File: src/rtl/frame_sched_pkg.sv
// Shared types and helpers for the frame update scheduler.
// Holds the handshake FSM state encoding and the queue width helper.
package frame_sched_pkg;

    typedef enum logic [1:0] {
        IDLE    = 2'd0,
        REQUEST = 2'd1,
        RELEASE = 2'd2
    } sched_state_t;

    localparam int DEF_MAX_PENDING = 3;

    // Bits needed to hold a pending count of 0..max_pend.
    function automatic int pend_width(input int max_pend);
        return $clog2(max_pend + 1);
    endfunction

endpackage

File: src/rtl/rising_edge_detect.sv
// Single-cycle pulse on each low-to-high transition of a level.
// Ports: clock_in, resetn (async, active-low), level_in -> pulse_out.
module rising_edge_detect (
    input  logic clock_in,
    input  logic resetn,
    input  logic level_in,
    output logic pulse_out
);

    logic r_level_q;

    // Reset value 0 lets a level already high after reset count once.
    always_ff @(posedge clock_in or negedge resetn) begin
        if (!resetn) r_level_q <= 1'b0;
        else         r_level_q <= level_in;
    end

    assign pulse_out = level_in & ~r_level_q;

endmodule

File: src/rtl/frame_update_scheduler.sv
// Queues 60 Hz frame ticks and issues them to game logic over a 4-phase
// req/ack handshake, counting completed frames and flagging dropped ticks.
// Ports: clock_in, resetn, tick_in, enable, update_ack, overrun_clear (in);
//        update_req, frame_count, pending, busy, overrun (registered out).
module frame_update_scheduler
    import frame_sched_pkg::*;
#(
    parameter int MAX_PENDING       = DEF_MAX_PENDING,
    parameter int FRAME_COUNT_WIDTH = 16
) (
    input  logic                                clock_in,
    input  logic                                resetn,
    input  logic                                tick_in,
    input  logic                                enable,
    output logic                                update_req,
    input  logic                                update_ack,
    output logic [FRAME_COUNT_WIDTH-1:0]        frame_count,
    output logic [pend_width(MAX_PENDING)-1:0]  pending,
    output logic                                busy,
    output logic                                overrun,
    input  logic                                overrun_clear
);

    localparam int PW = pend_width(MAX_PENDING);
    localparam logic [PW-1:0] MAXP = PW'(MAX_PENDING);

    sched_state_t                 r_state;
    sched_state_t                 w_next;
    logic                         r_req;
    logic                         r_busy;
    logic                         r_overrun;
    logic [PW-1:0]                r_pend;
    logic [PW-1:0]                w_pend_nxt;
    logic [FRAME_COUNT_WIDTH-1:0] r_count;
    logic                         w_tick;
    logic                         w_deq;
    logic                         w_done;
    logic                         w_accept;
    logic                         w_drop;

    rising_edge_detect u_tick_edge (
        .clock_in  (clock_in),
        .resetn    (resetn),
        .level_in  (tick_in),
        .pulse_out (w_tick)
    );

    // A full queue still accepts a tick in the cycle a slot is dequeued.
    assign w_accept = w_tick & enable & ((r_pend != MAXP) | w_deq);
    assign w_drop   = w_tick & enable & (r_pend == MAXP) & ~w_deq;

    always_comb begin
        w_pend_nxt = r_pend;
        if (w_accept && !w_deq)
            w_pend_nxt = r_pend + PW'(1);
        else if (!w_accept && w_deq)
            w_pend_nxt = r_pend - PW'(1);
    end

    always_comb begin
        w_next = r_state;
        w_deq  = 1'b0;
        w_done = 1'b0;
        unique case (r_state)
            IDLE: begin
                if (r_pend != '0) begin
                    w_next = REQUEST;
                    w_deq  = 1'b1;
                end
            end
            REQUEST: begin
                // Ack only counts while our request is actually raised.
                if (update_ack && r_req) begin
                    w_next = RELEASE;
                    w_done = 1'b1;
                end
            end
            RELEASE: begin
                if (!update_ack) w_next = IDLE;
            end
            default: w_next = IDLE;
        endcase
    end

    always_ff @(posedge clock_in or negedge resetn) begin
        if (!resetn) begin
            r_state   <= IDLE;
            r_req     <= 1'b0;
            r_busy    <= 1'b0;
            r_pend    <= '0;
            r_count   <= '0;
            r_overrun <= 1'b0;
        end else begin
            r_state <= w_next;
            r_req   <= (w_next == REQUEST);
            r_busy  <= (w_next != IDLE);
            r_pend  <= w_pend_nxt;
            if (w_done)
                r_count <= r_count + FRAME_COUNT_WIDTH'(1);
            // A drop in the same cycle as a clear keeps the flag set.
            if (w_drop)
                r_overrun <= 1'b1;
            else if (overrun_clear)
                r_overrun <= 1'b0;
        end
    end

    assign update_req  = r_req;
    assign busy        = r_busy;
    assign pending     = r_pend;
    assign frame_count = r_count;
    assign overrun     = r_overrun;

endmodule

File: config.mk
export PLATFORM = sky130hd
export DESIGN_NAME = frame_update_scheduler
export DESIGN_NICKNAME = d
export VERILOG_FILES = /design/src/rtl/frame_sched_pkg.sv /design/src/rtl/rising_edge_detect.sv /design/src/rtl/frame_update_scheduler.sv
export SDC_FILE = /design/constraint.sdc
export NUM_CORES = 1
export LEC_CHECK = 0
export CORE_UTILIZATION = 56
export CTS_CLUSTER_SIZE = 12
export DETAILED_ROUTE_END_ITERATION = 7
export DONT_BUFFER_PORTS = 1
export PLACE_DENSITY = 0.71
export SETUP_SLACK_MARGIN = 0.15
export SLEW_MARGIN = 20
export SYNTH_ARGS = -nofsm -noshare
export SYNTH_HDL_FRONTEND = slang
export SYNTH_SLANG_ARGS = --single-unit
File: constraint.sdc
create_clock -name clock_in -period 2.7 [get_ports clock_in]
set_clock_uncertainty 0.1 [all_clocks]
set_input_delay 0.405 -clock clock_in [delete_from_list [all_inputs] [get_ports clock_in]]
set_output_delay 0.405 -clock clock_in [all_outputs]
set_load 0.01 [all_outputs]
==> Word-level counts from Yosys, hierarchy flattened <==
Cells that the tools add are included.
{ "op_classes": {"mux": 12, "n_eq_ne": 5, "reduce_logical": 10, "bitwise_logic": 8, "n_addsub": 3} }
{ "ops": {"columns": ["cell", "count"], "rows": [
  ["16-bit by 1-bit adder with 16-bit output, second input constant", 1],
  ["2-bit two-way mux", 5],
  ["2-bit nonzero test", 4],
  ["1-bit two-way mux", 6],
  ["2-bit one-hot mux with 3 select lines", 1],
  ["1-bit AND", 5],
  ["2-bit by 1-bit equality test with 1-bit output, second input constant", 2],
  ["2-bit equality test, second input constant", 2],
  ["1-bit logical AND", 3],
  ["2-bit by 1-bit adder with 2-bit output, second input constant", 1],
  ["1-bit logical NOT", 2],
  ["2-bit logical NOT", 1],
  ["2-bit != test, second input constant", 1],
  ["1-bit NOT", 2],
  ["2-bit by 1-bit subtractor with 2-bit output, second input constant", 1],
  ["1-bit bitwise OR", 1]
]} }
{ "word_totals": {"reg_bits": 24, "word_cells": 45} }

==> Longest topological paths before layout <==
Gate-level depths: netlist of run 1.
{ "depth": {"ltp_word": 9, "depth_mapped": 6} }

==> Hierarchy <==
A second synthesis of run 1 with hierarchy kept.
{ "hier_totals": {"cells_unflattened": 96, "hier_area_um2": 1121.1} }
{ "by_module_without_submodules": {"columns": ["module", "cells_each", "area_per_inst_um2", "n_inst"], "rows": [
  ["frame_update_scheduler", 94, 1082.3, 1],
  ["rising_edge_detect", 2, 38.8, 1]
]} }

==> Least setup slack after synthesis of run 1 <==
No wires, ideal clock.
{ "synth_path": {"kind": "register to register", "start": "register r_state[1]", "end": "register r_count[7], in the netlist frame_count[7]", "setup_ns": 0.126, "required_time_ns": 2.474, "period_less_slack_ns": 1.575, "setup_slack_ns": 1.125, "arrival_time_ns": 1.349, "path_buffers": 2, "path_stages_with_launch": 7, "path_cell_list": "dfrtp_1 -> and4b_1 -> buf_4 -> and4_4 -> buf_6 -> nand4_2 -> xnor2_2"} }
{ "synth_between": {"elab_chain_cells": 2} }
{ "synth_lines": {"columns": ["item", "line", "source"], "rows": [
  ["start: declaration", "frame_update_scheduler.sv:27", "sched_state_t r_state;"],
  ["start signal: assignment", "frame_update_scheduler.sv:94", "r_state <= w_next;"],
  ["2-bit by 1-bit equality test with 1-bit output", "frame_update_scheduler.sv:64", "unique case (r_state)"],
  ["1-bit two-way mux", "frame_update_scheduler.sv:64", null],
  ["end signal: assignment", "frame_update_scheduler.sv:99", "r_count <= r_count + FRAME_COUNT_WIDTH'(1);"],
  ["end: declaration", "frame_update_scheduler.sv:34", "logic [FRAME_COUNT_WIDTH-1:0] r_count;"]
]} }
No other way between the ends.
A chain may end at the register's enable or synchronous reset.

==> Final worst setup path of run 1 <==
{ "layout_path": {"start": "register r_state[1]", "end": "register r_count[13], in the netlist frame_count[13]"} }
Same word-level chain as after synthesis.

==> metrics.md, run 1 <==
| Metric | Value |
|---|---|
| Hold Crit Endpoint | `overrun$_DFFE_PN0P_` |
| Clock H-tree levels | `1` |
| Maximum clock path buffer count | `2` |
| Post-route setup TNS | `0 ns` |
| Startpoint class of the critical path | `flip-flop` |
| Detailed-route via count | `596` |
| Slowest stage cell, crit path | `sky130_fd_sc_hd__dfrtp_1` |
| I/O pin count | `27` |
| Switching power as a share of total power | `32.7%` |
| Worst setup path class | `flip-flop to flip-flop` |
| Setup Viol. Count Final | `0` |
| Leading cell type in the layout, fill and taps excluded | `sky130_fd_sc_hd__dfrtp_1` |
| Net total in the final layout | `98` |
| Critical path fanouts, max | `6` |
| Post-cts repair resize count | `0` |
| Syn Nets | `93` |
| Pins Over Slew Limit | `0` |
| Die span in x | `46.9 um` |
| Capturing point of the worst reg2reg path | `frame_count[13]$_DFFE_PN0P_` |
| Avg Vias per Cell | `5.23` |
| # clock sinks | `24` |
| Mapped Avg Cell Area | `13.3 um2` |
| First-iteration detailed-routing DRC count | `3` |
| Vias in the first global route | `604` |
| Sequential cell area fraction in the yosys report | `53.2%` |
| Proportion of power drawn by the clock network | `23.9%` |
| Post-detailed-route DRC marker count | `0` |
| Synthesized netlist cell count | `85` |
| Proportion of power drawn by flip-flops and latches | `55.5%` |
| Clk pin slew, worst setup/hold paths | `0.12 ns` |
| Leftover overflow at the end of global routing | `0` |
| Measured slew at the worst slew-check pin | `0.511 ns` |
| Hold/Removal Path Class | `input port to flip-flop` |
| Run status | `finished clean` |
| Fin. Hold Viols | `0` |
| Core area | `1800 um2` |
| CTS tree | `built` |
| Count of buffers from port buffering | `0` |
| Min-Delay Path Depth | `1` |
| Synth unique cells | `27` |
| Maximum single-stage delay on the critical path | `0.44 ns` |
| Unrepaired setup endpoints after global routing | `false` |
| Overall die area | `2200 um2` |
| Worst endpoint data arrival time | `1.77 ns` |
| Most frequent cells in the layout | `24 x sky130_fd_sc_hd__dfrtp_1, 11 x sky130_fd_sc_hd__xnor2_1, 8 x sky130_fd_sc_hd__nand2_1` |
| Detail Route Antenna Nets | `0` |
| Number of buffers created by CTS | `3` |
| Maximum clock frequency | `600 MHz` |
| Worst setup slack for register-to-register paths | `1.03 ns` |
| CP endpoint kind | `flip-flop` |
| Cell count after placement | `107` |
| Worst R2R Start | `r_state[1]$_DFF_PN0_` |
| Peak supply drop | `551 uV` |
| Initial Utilization | `62.6%` |
| Final cell count without fillers | `114` |
| Number of cell instances on the worst register-to-register path | `4` |
| Crit path time final | `1.67 ns` |
| Total non-filler cell area in the finished layout | `1210 um2` |
| Maximum number of pins on one net before global-route repair | `25` |
| Worst-skew pair later-pin latency | `0.30 ns` |
| P_sw | `0.000344 W` |
| Number of antenna violations at the first check in global routing | `0` |
| Global-route usage over all layers | `17.0%` |
| DP Area | `1130 um2` |
| First-pass GRT wire length | `2530 um` |
| Detailed-router iteration count before antenna repair | `3` |
| Share of power burned in combinational logic | `20.6%` |
| Buffer type at the clock tree root | `sky130_fd_sc_hd__clkbuf_4` |
| Per-cell routed wire length | `14.3 um` |
| Area growth syn-to-layout | `6.98%` |
| Req. time, crit path | `2.80 ns` |
| DRT Wirelength | `1630 um` |
| Internal Power | `0.000709 W` |
| Power density over the cells | `872 nW/um2` |
| Max-cap check violation count | `0` |
| Die extent in y | `46.9 um` |
| Summed instance area of the synthesized netlist | `1130 um2` |
| Cell Rows | `15` |
| Worst min-delay path startpoint | `overrun_clear` |
| Share of final-layout standard cells stronger than drive strength 1 | `23.6%` |
| ANT cells | `0` |
| Post-DP HPWL | `1170 um` |
| Leakage | `0.581 nW` |
| Final worst-path cycle share | `61.7%` |
| Cell chain of the critical path | `and4b_1 > and4_4 > nand4_2 > xnor2_2` |
| Gp weighted congestion | `0.692` |
| Count of state elements after synthesis | `24` |
| Worst-case headroom to the max-slew limit | `65.9%` |
| Count of synthesis-stage warnings from yosys | `0` |
metal layers:
layer / vias to the layer above / global-route usage, % / part of all wire, %
met5: - / 0 / 0
met4: 0 / 10.3 / 0.80
met3: 2 / 5.38 / 3.1
met2: 13 / 28.6 / 51
met1: 284 / 18.8 / 45
li1: 297 / - / -
worst max-delay path: cells and delay by family, from the launching register on:
family / cells / cell delay [ns]
simple gates: 3 / 0.86
flops: 1 / 0.44
xor+xnor: 1 / 0.16
synthesized netlist by cell type:
library cell,n,area [um2]
sky130_fd_sc_hd__o21ba_2,1,10.0
sky130_fd_sc_hd__buf_6,2,22.5
sky130_fd_sc_hd__mux2i_1,1,10.0
sky130_fd_sc_hd__or2b_1,1,7.51
sky130_fd_sc_hd__dfrtp_1,24,601
sky130_fd_sc_hd__mux2_2,1,11.3
sky130_fd_sc_hd__ha_1,2,25.0
sky130_fd_sc_hd__xnor2_1,11,96.3
sky130_fd_sc_hd__xor2_1,4,35.0
sky130_fd_sc_hd__nand4_4,1,21.3
sky130_fd_sc_hd__xnor2_2,3,48.8
sky130_fd_sc_hd__nand3_1,3,15.0
sky130_fd_sc_hd__and4_4,3,33.8
sky130_fd_sc_hd__and2_1,2,12.5
sky130_fd_sc_hd__nand4_2,3,37.5
sky130_fd_sc_hd__nor2_1,2,7.51
sky130_fd_sc_hd__and4b_1,1,10.0
sky130_fd_sc_hd__nand3_2,3,30.0
sky130_fd_sc_hd__o21ai_0,1,5.00
sky130_fd_sc_hd__nand2_1,8,30.0
sky130_fd_sc_hd__o32ai_1,1,8.76
sky130_fd_sc_hd__a21o_1,1,7.51
sky130_fd_sc_hd__nand3b_1,2,15.0
sky130_fd_sc_hd__and3_1,1,6.26
sky130_fd_sc_hd__buf_4,1,7.51
sky130_fd_sc_hd__inv_1,1,3.75
sky130_fd_sc_hd__and4_2,1,10.0
logic make-up (layout without fill, tap and decap cells):
family	Yosys count	in the layout	synth area share, %
buffers and inverters	4	8	2.99
AO/OA/AOI/OAI	4	4	2.77
XOR/XNOR	18	18	16.0
multiplexers	2	2	1.88
adder cells (fa/ha/maj)	2	2	2.22
AND/OR/NAND/NOR	31	31	21.0
flip-flops	24	24	53.2
final cells by class:
type	count	area, um2
multi-input cells	57	494
inverters	1	3.75
flip-flops and latches	24	601
repair buffers	3	25.0
well taps	25	31.3
fillers	139	594
clock inverters	1	30.0
clock buffers	3	22.5
metrics by stage:
stage                     setup WS, ns  total power (W)  util (%)  hold WS (ns)
final                             1.03          0.00105      67.0        0.0719
after global routing             0.922          0.00112      67.0        0.0495
after CTS                         1.00          0.00107      66.7        0.0613
after detailed placement          1.03         0.000805      62.7       0.00984
after global placement            1.06         0.000797      62.7       0.00986
after floorplan                   1.13         0.000761         -       0.00941
power by group through the flow:
stage | Clock, W | Sequential (W) | Combinational [W]
detailed placement | 0 | 0.000594 | 0.000211
floorplan | 0 | 0.000568 | 0.000193
CTS | 0.000262 | 0.000587 | 0.000220
global placement | 0 | 0.000592 | 0.000206
global route | 0.000275 | 0.000598 | 0.000252
finish | 0.000252 | 0.000585 | 0.000217
sequential cells by signal, summed over array words and instances, names as in the netlist:
| signal | count |
|---|---|
| frame_count | 16 |
| pending | 2 |
| r_state | 2 |
| busy | 1 |
| overrun | 1 |
| u_tick_edge.r_level_q | 1 |
| update_req | 1 |
worst max-delay path by stage:
stage                               from                           to  slack, ns  depth (start not counted)
floorplan           r_state[1]$_DFF_PN0_   frame_count[7]$_DFFE_PN0P_       1.13                          6
global placement    r_state[1]$_DFF_PN0_   frame_count[7]$_DFFE_PN0P_       1.06                          4
detailed placement  r_state[1]$_DFF_PN0_  frame_count[13]$_DFFE_PN0P_       1.03                          4
CTS                 r_state[1]$_DFF_PN0_  frame_count[13]$_DFFE_PN0P_       1.00                          4
global route        r_state[1]$_DFF_PN0_  frame_count[13]$_DFFE_PN0P_       0.92                          4
finish              r_state[1]$_DFF_PN0_  frame_count[13]$_DFFE_PN0P_       1.03                          4
timing repair:
action / 4_1_cts / 5_1_grt
hold endpoints to repair: 25 / 24
buffers inserted: 0 / 0
hold buffers: 2 / 1
Note: power is estimated with default switching activity, not from simulation.
==> run 2: changes to the inputs <==
--- a/config.mk
+++ b/config.mk
@@ -5,11 +5,12 @@
 export SDC_FILE = /design/constraint.sdc
 export NUM_CORES = 1
 export LEC_CHECK = 0
-export CORE_UTILIZATION = 56
+export ABC_AREA = 1
+export CORE_UTILIZATION = 55
 export CTS_CLUSTER_SIZE = 12
 export DETAILED_ROUTE_END_ITERATION = 7
 export DONT_BUFFER_PORTS = 1
-export PLACE_DENSITY = 0.71
+export PLACE_DENSITY = 0.73
 export SETUP_SLACK_MARGIN = 0.15
 export SLEW_MARGIN = 20
 export SYNTH_ARGS = -nofsm -noshare
==> constraint.sdc (replaced) <==
create_clock -name clock_in -period 1.4 [get_ports clock_in]
set_clock_uncertainty 0.1 [all_clocks]
set_input_delay 0.21 -clock clock_in [delete_from_list [all_inputs] [get_ports clock_in]]
set_output_delay 0.21 -clock clock_in [all_outputs]
set_load 0.01 [all_outputs]
==> metrics.md, run 2 <==
| Metric | Value |
|---|---|
| Cell Rows | `16 (was 15)` |
| Buffer type at the clock tree root | `sky130_fd_sc_hd__clkbuf_4 (unchanged)` |
| Hold/Removal Path Class | `input port to flip-flop (unchanged)` |
| I/O pin count | `27 (unchanged)` |
| Number of buffers created by CTS | `3 (unchanged)` |
| Post-DP HPWL | `1860 um (was 1170 um)` |
| Most frequent cell after synthesis | `sky130_fd_sc_hd__nand2_1 (was sky130_fd_sc_hd__dfrtp_1)` |
| Post-route setup TNS | `-2.46 ns (was 0 ns)` |
| Sequential cell area fraction in the yosys report | `48.5% (was 53.2%)` |
| Maximum single-stage delay on the critical path | `0.42 ns (was 0.44 ns)` |
| Avg Vias per Cell | `5.19 (was 5.23)` |
| Critical path fanouts, max | `3 (was 6)` |
| Count of synthesis-stage warnings from yosys | `0 (unchanged)` |
| Summed instance area of the synthesized netlist | `1240 um2 (was 1130 um2)` |
| Synth unique cells | `22 (was 27)` |
| Peak supply drop | `1390 uV (was 551 uV)` |
| Net total in the final layout | `190 (was 98)` |
| CP endpoint kind | `flip-flop (unchanged)` |
| Worst R2R Start | `pending[1]$_DFFE_PN0P_ (was r_state[1]$_DFF_PN0_)` |
| Die span in x | `49.5 um (was 46.9 um)` |
| Worst setup path class | `flip-flop to flip-flop (unchanged)` |
| Max-cap check violation count | `0 (unchanged)` |
| Worst-skew pair later-pin latency | `0.31 ns (was 0.30 ns)` |
| Min-Delay Path Depth | `3 (was 1)` |
| Largest area contributor in the synthesized netlist | `sky130_fd_sc_hd__dfrtp_1 (unchanged)` |
| Most area-consuming cells after synthesis | `sky130_fd_sc_hd__dfrtp_1 48%, sky130_fd_sc_hd__nand2_1 13%, sky130_fd_sc_hd__inv_1 4.8% (was sky130_fd_sc_hd__dfrtp_1 53%, sky130_fd_sc_hd__xnor2_1 8.5%, sky130_fd_sc_hd__xnor2_2 4.3%)` |
| # clock sinks | `24 (unchanged)` |
| Share of final-layout standard cells stronger than drive strength 1 | `37.6% (was 23.6%)` |
| Number of cell instances on the worst register-to-register path | `7 (was 4)` |
| Global-route usage over all layers | `25.7% (was 17.0%)` |
| Synth top area share | `48.5% (was 53.2%)` |
| Run status | `complete, but fails checks (was finished clean)` |
| Core area | `2040 um2 (was 1800 um2)` |
| Cell chain of the critical path | `inv_2 > nor3_4 > nor3_2 > ha_1 > a21oi_1 > o21ai_1 > xor2_1 (was and4b_1 > and4_4 > nand4_2 > xnor2_2)` |
| CTS tree | `built (unchanged)` |
| Maximum clock frequency | `616 MHz (was 600 MHz)` |
| Leading cell type in the layout, fill and taps excluded | `sky130_fd_sc_hd__nand2_1 (was sky130_fd_sc_hd__dfrtp_1)` |
| Worst Hold Margin | `0.0985 ns (was 0.0719 ns)` |
| Count of state elements after synthesis | `24 (unchanged)` |
| Die extent in y | `49.5 um (was 46.9 um)` |
| Area growth syn-to-layout | `38.2% (was 6.98%)` |
| Worst setup path startpoint | `pending[1]$_DFFE_PN0P_ (was r_state[1]$_DFF_PN0_)` |
| Initial Utilization | `60.7% (was 62.6%)` |
| Worst-case headroom to the max-slew limit | `63.8% (was 65.9%)` |
| Per-cell routed wire length | `14.6 um (was 14.3 um)` |
| Final cell count without fillers | `208 (was 114)` |
| Setup slack after placement | `-0.207 ns (was 1.03 ns)` |
| First-pass GRT wire length | `4790 um (was 2530 um)` |
| Detailed-route via count | `1079 (was 596)` |
| First-iteration detailed-routing DRC count | `12 (was 3)` |
| Crit path time final | `1.62 ns (was 1.67 ns)` |
| Syn Nets | `152 (was 93)` |
| Startpoint class of the critical path | `flip-flop (unchanged)` |
| Final worst-path cycle share | `116% (was 61.7%)` |
| Pins Over Slew Limit | `0 (unchanged)` |
| Measured slew at the worst slew-check pin | `0.544 ns (was 0.511 ns)` |
| Most numerous cell types in the synthesized netlist | `42 x sky130_fd_sc_hd__nand2_1, 24 x sky130_fd_sc_hd__dfrtp_1, 16 x sky130_fd_sc_hd__inv_1, 15 x sky130_fd_sc_hd__nor2_1, 6 x sky130_fd_sc_hd__xor2_1 (was 24 x sky130_fd_sc_hd__dfrtp_1, 11 x sky130_fd_sc_hd__xnor2_1, 8 x sky130_fd_sc_hd__nand2_1, 4 x sky130_fd_sc_hd__xor2_1)` |
| Power density over the cells | `1690 nW/um2 (was 872 nW/um2)` |
| Leftover overflow at the end of global routing | `0 (unchanged)` |
| Dominant synthesized flop cell | `sky130_fd_sc_hd__dfrtp_1 (unchanged)` |
| Clock H-tree levels | `1 (unchanged)` |
| Setup Viol. Count Final | `19 (was 0)` |
| Setup slack after layout | `-0.223 ns (was 1.03 ns)` |
| Count of buffers from port buffering | `0 (unchanged)` |
| Overall die area | `2450 um2 (was 2200 um2)` |
| Number of antenna violations at the first check in global routing | `0 (unchanged)` |
| Gp weighted congestion | `0.826 (was 0.692)` |
| Unrepaired setup endpoints after global routing | `true (was false)` |
| Vias in the first global route | `1127 (was 604)` |
| Most frequent cells in the layout | `40 x sky130_fd_sc_hd__nand2_1, 20 x sky130_fd_sc_hd__dfrtp_1, 17 x sky130_fd_sc_hd__buf_4 (was 24 x sky130_fd_sc_hd__dfrtp_1, 11 x sky130_fd_sc_hd__xnor2_1, 8 x sky130_fd_sc_hd__nand2_1)` |
| Slowest stage cell, crit path | `sky130_fd_sc_hd__dfrtp_1 (unchanged)` |
| Number of synthesized flops with an enable pin | `0 (unchanged)` |
| Flip-flop count of the largest register after layout | `16 (unchanged)` |
| Fin. Hold Viols | `0 (unchanged)` |
| Leakage | `0.816 nW (was 0.581 nW)` |
| DRT Wirelength | `3030 um (was 1630 um)` |
| Violations in the final reports | `negative setup slack` |
| Cell count after placement | `190 (was 107)` |
| Worst endpoint data arrival time | `1.74 ns (was 1.77 ns)` |
| Maximum clock path buffer count | `2 (unchanged)` |
| Clk pin slew, worst setup/hold paths | `0.13 ns (was 0.12 ns)` |
| Detail Route Antenna Nets | `0 (unchanged)` |
| Detailed-router iteration count before antenna repair | `4 (was 3)` |
| Synthesized netlist cell count | `144 (was 85)` |
| Fraction of registers with async set/reset | `100% (unchanged)` |
| Post-detailed-route DRC marker count | `0 (unchanged)` |
| DP Area | `1450 um2 (was 1130 um2)` |
| Maximum number of pins on one net before global-route repair | `25 (unchanged)` |
| Mapped Avg Cell Area | `8.60 um2 (was 13.3 um2)` |
| ANT cells | `0 (unchanged)` |
| Total non-filler cell area in the finished layout | `1710 um2 (was 1210 um2)` |
| Worst min-delay path startpoint | `update_ack (was overrun_clear)` |
| Req. time, crit path | `1.51 ns (was 2.80 ns)` |
-- run 2: cell types whose count changed after synthesis, sizes merged, moves of 2 or more --
cell / before / now
inv: 1 / 19
nand2: 8 / 44
and4: 4 / 0
nor3: 0 / 4
xnor2: 14 / 5
nor2: 2 / 21
and2: 2 / 0
o21ai: 1 / 6
buf: 3 / 1
xor2: 4 / 6
-- run 2: worst max-delay path, delay by kind of cell, from the launching register on --
family / cells / cell delay (ns)
buffers and inverters: 1 / 0.07
AND/OR/NAND/NOR: 2 / 0.25
XOR/XNOR: 1 / 0.14
AO/OA/AOI/OAI: 2 / 0.23
flip-flops: 1 / 0.42
adder cells (fa/ha/maj): 1 / 0.30
-- run 2: logic make-up after synthesis --
kind of cell	Yosys count	share of synthesized area, %
buffers and inverters	20	7.37
adder cells (fa/ha/maj)	2	2.02
flip-flops	24	48.5
XOR/XNOR	11	7.78
AO/OA/AOI/OAI	7	2.83
AND/OR/NAND/NOR	80	31.5
-- run 2: timing repair --
action | in CTS | in global routing
hold buffers | 4 | 1
endpoints found under the setup margin | 17 | 26
resized for setup | 11 | 13
gates cloned | 1 | 0
pin swaps | 7 | 5
setup buffers | 5 | 3
hold endpoints to repair | 28 | 24
-- run 2: per-stage QoR --
step | utilization [%] | power, W
final | 83.8 | 0.00290
after global routing | 83.8 | 0.00305
after CTS | 79.9 | 0.00268
after detailed placement | 71.0 | 0.00204
after global placement | 71.0 | 0.00199
after floorplan | - | 0.00161
-- run 2: report_power, final --
group          internal (W)  total (W)  switching (W)
Clock              0.000159   0.000365       0.000207
Combinational      0.000786    0.00148       0.000696
Sequential         0.000868    0.00105       0.000182
-- run 2: cell type report --
cell class                      instances  area [um2]
Clock buffer                            4        36.3
Fill cell                             125         330
Inverter                               19        78.8
Multi-Input combinational cell        100         624
Sequential cell                        24         606
Tap cell                               27        33.8
Timing Repair Buffer                   34         333
-- run 2: path summary, 6_finish.rpt --
check | to | slack, ns
setup / recovery | pending[1]$_DFFE_PN0P_ | -0.22
hold / removal | r_state[0]$_DFF_PN0_ | 0.1
setup reg to reg | pending[1]$_DFFE_PN0P_ | -0.22
hold reg to reg | frame_count[4]$_DFFE_PN0P_ | 0.43
max in group asynchronous | frame_count[9]$_DFFE_PN0P_ | 0.51
min in group asynchronous | pending[0]$_DFFE_PN0P_ | 0.29
-- run 2: routing by layer --
| metal | part of all wire, % | global-route usage [%] |
|---|---|---|
| met5 | 0 | 0 |
| met4 | 1.3 | 9.52 |
| met3 | 2.5 | 4.32 |
| met2 | 52 | 46.1 |
| met1 | 44 | 30.7 |
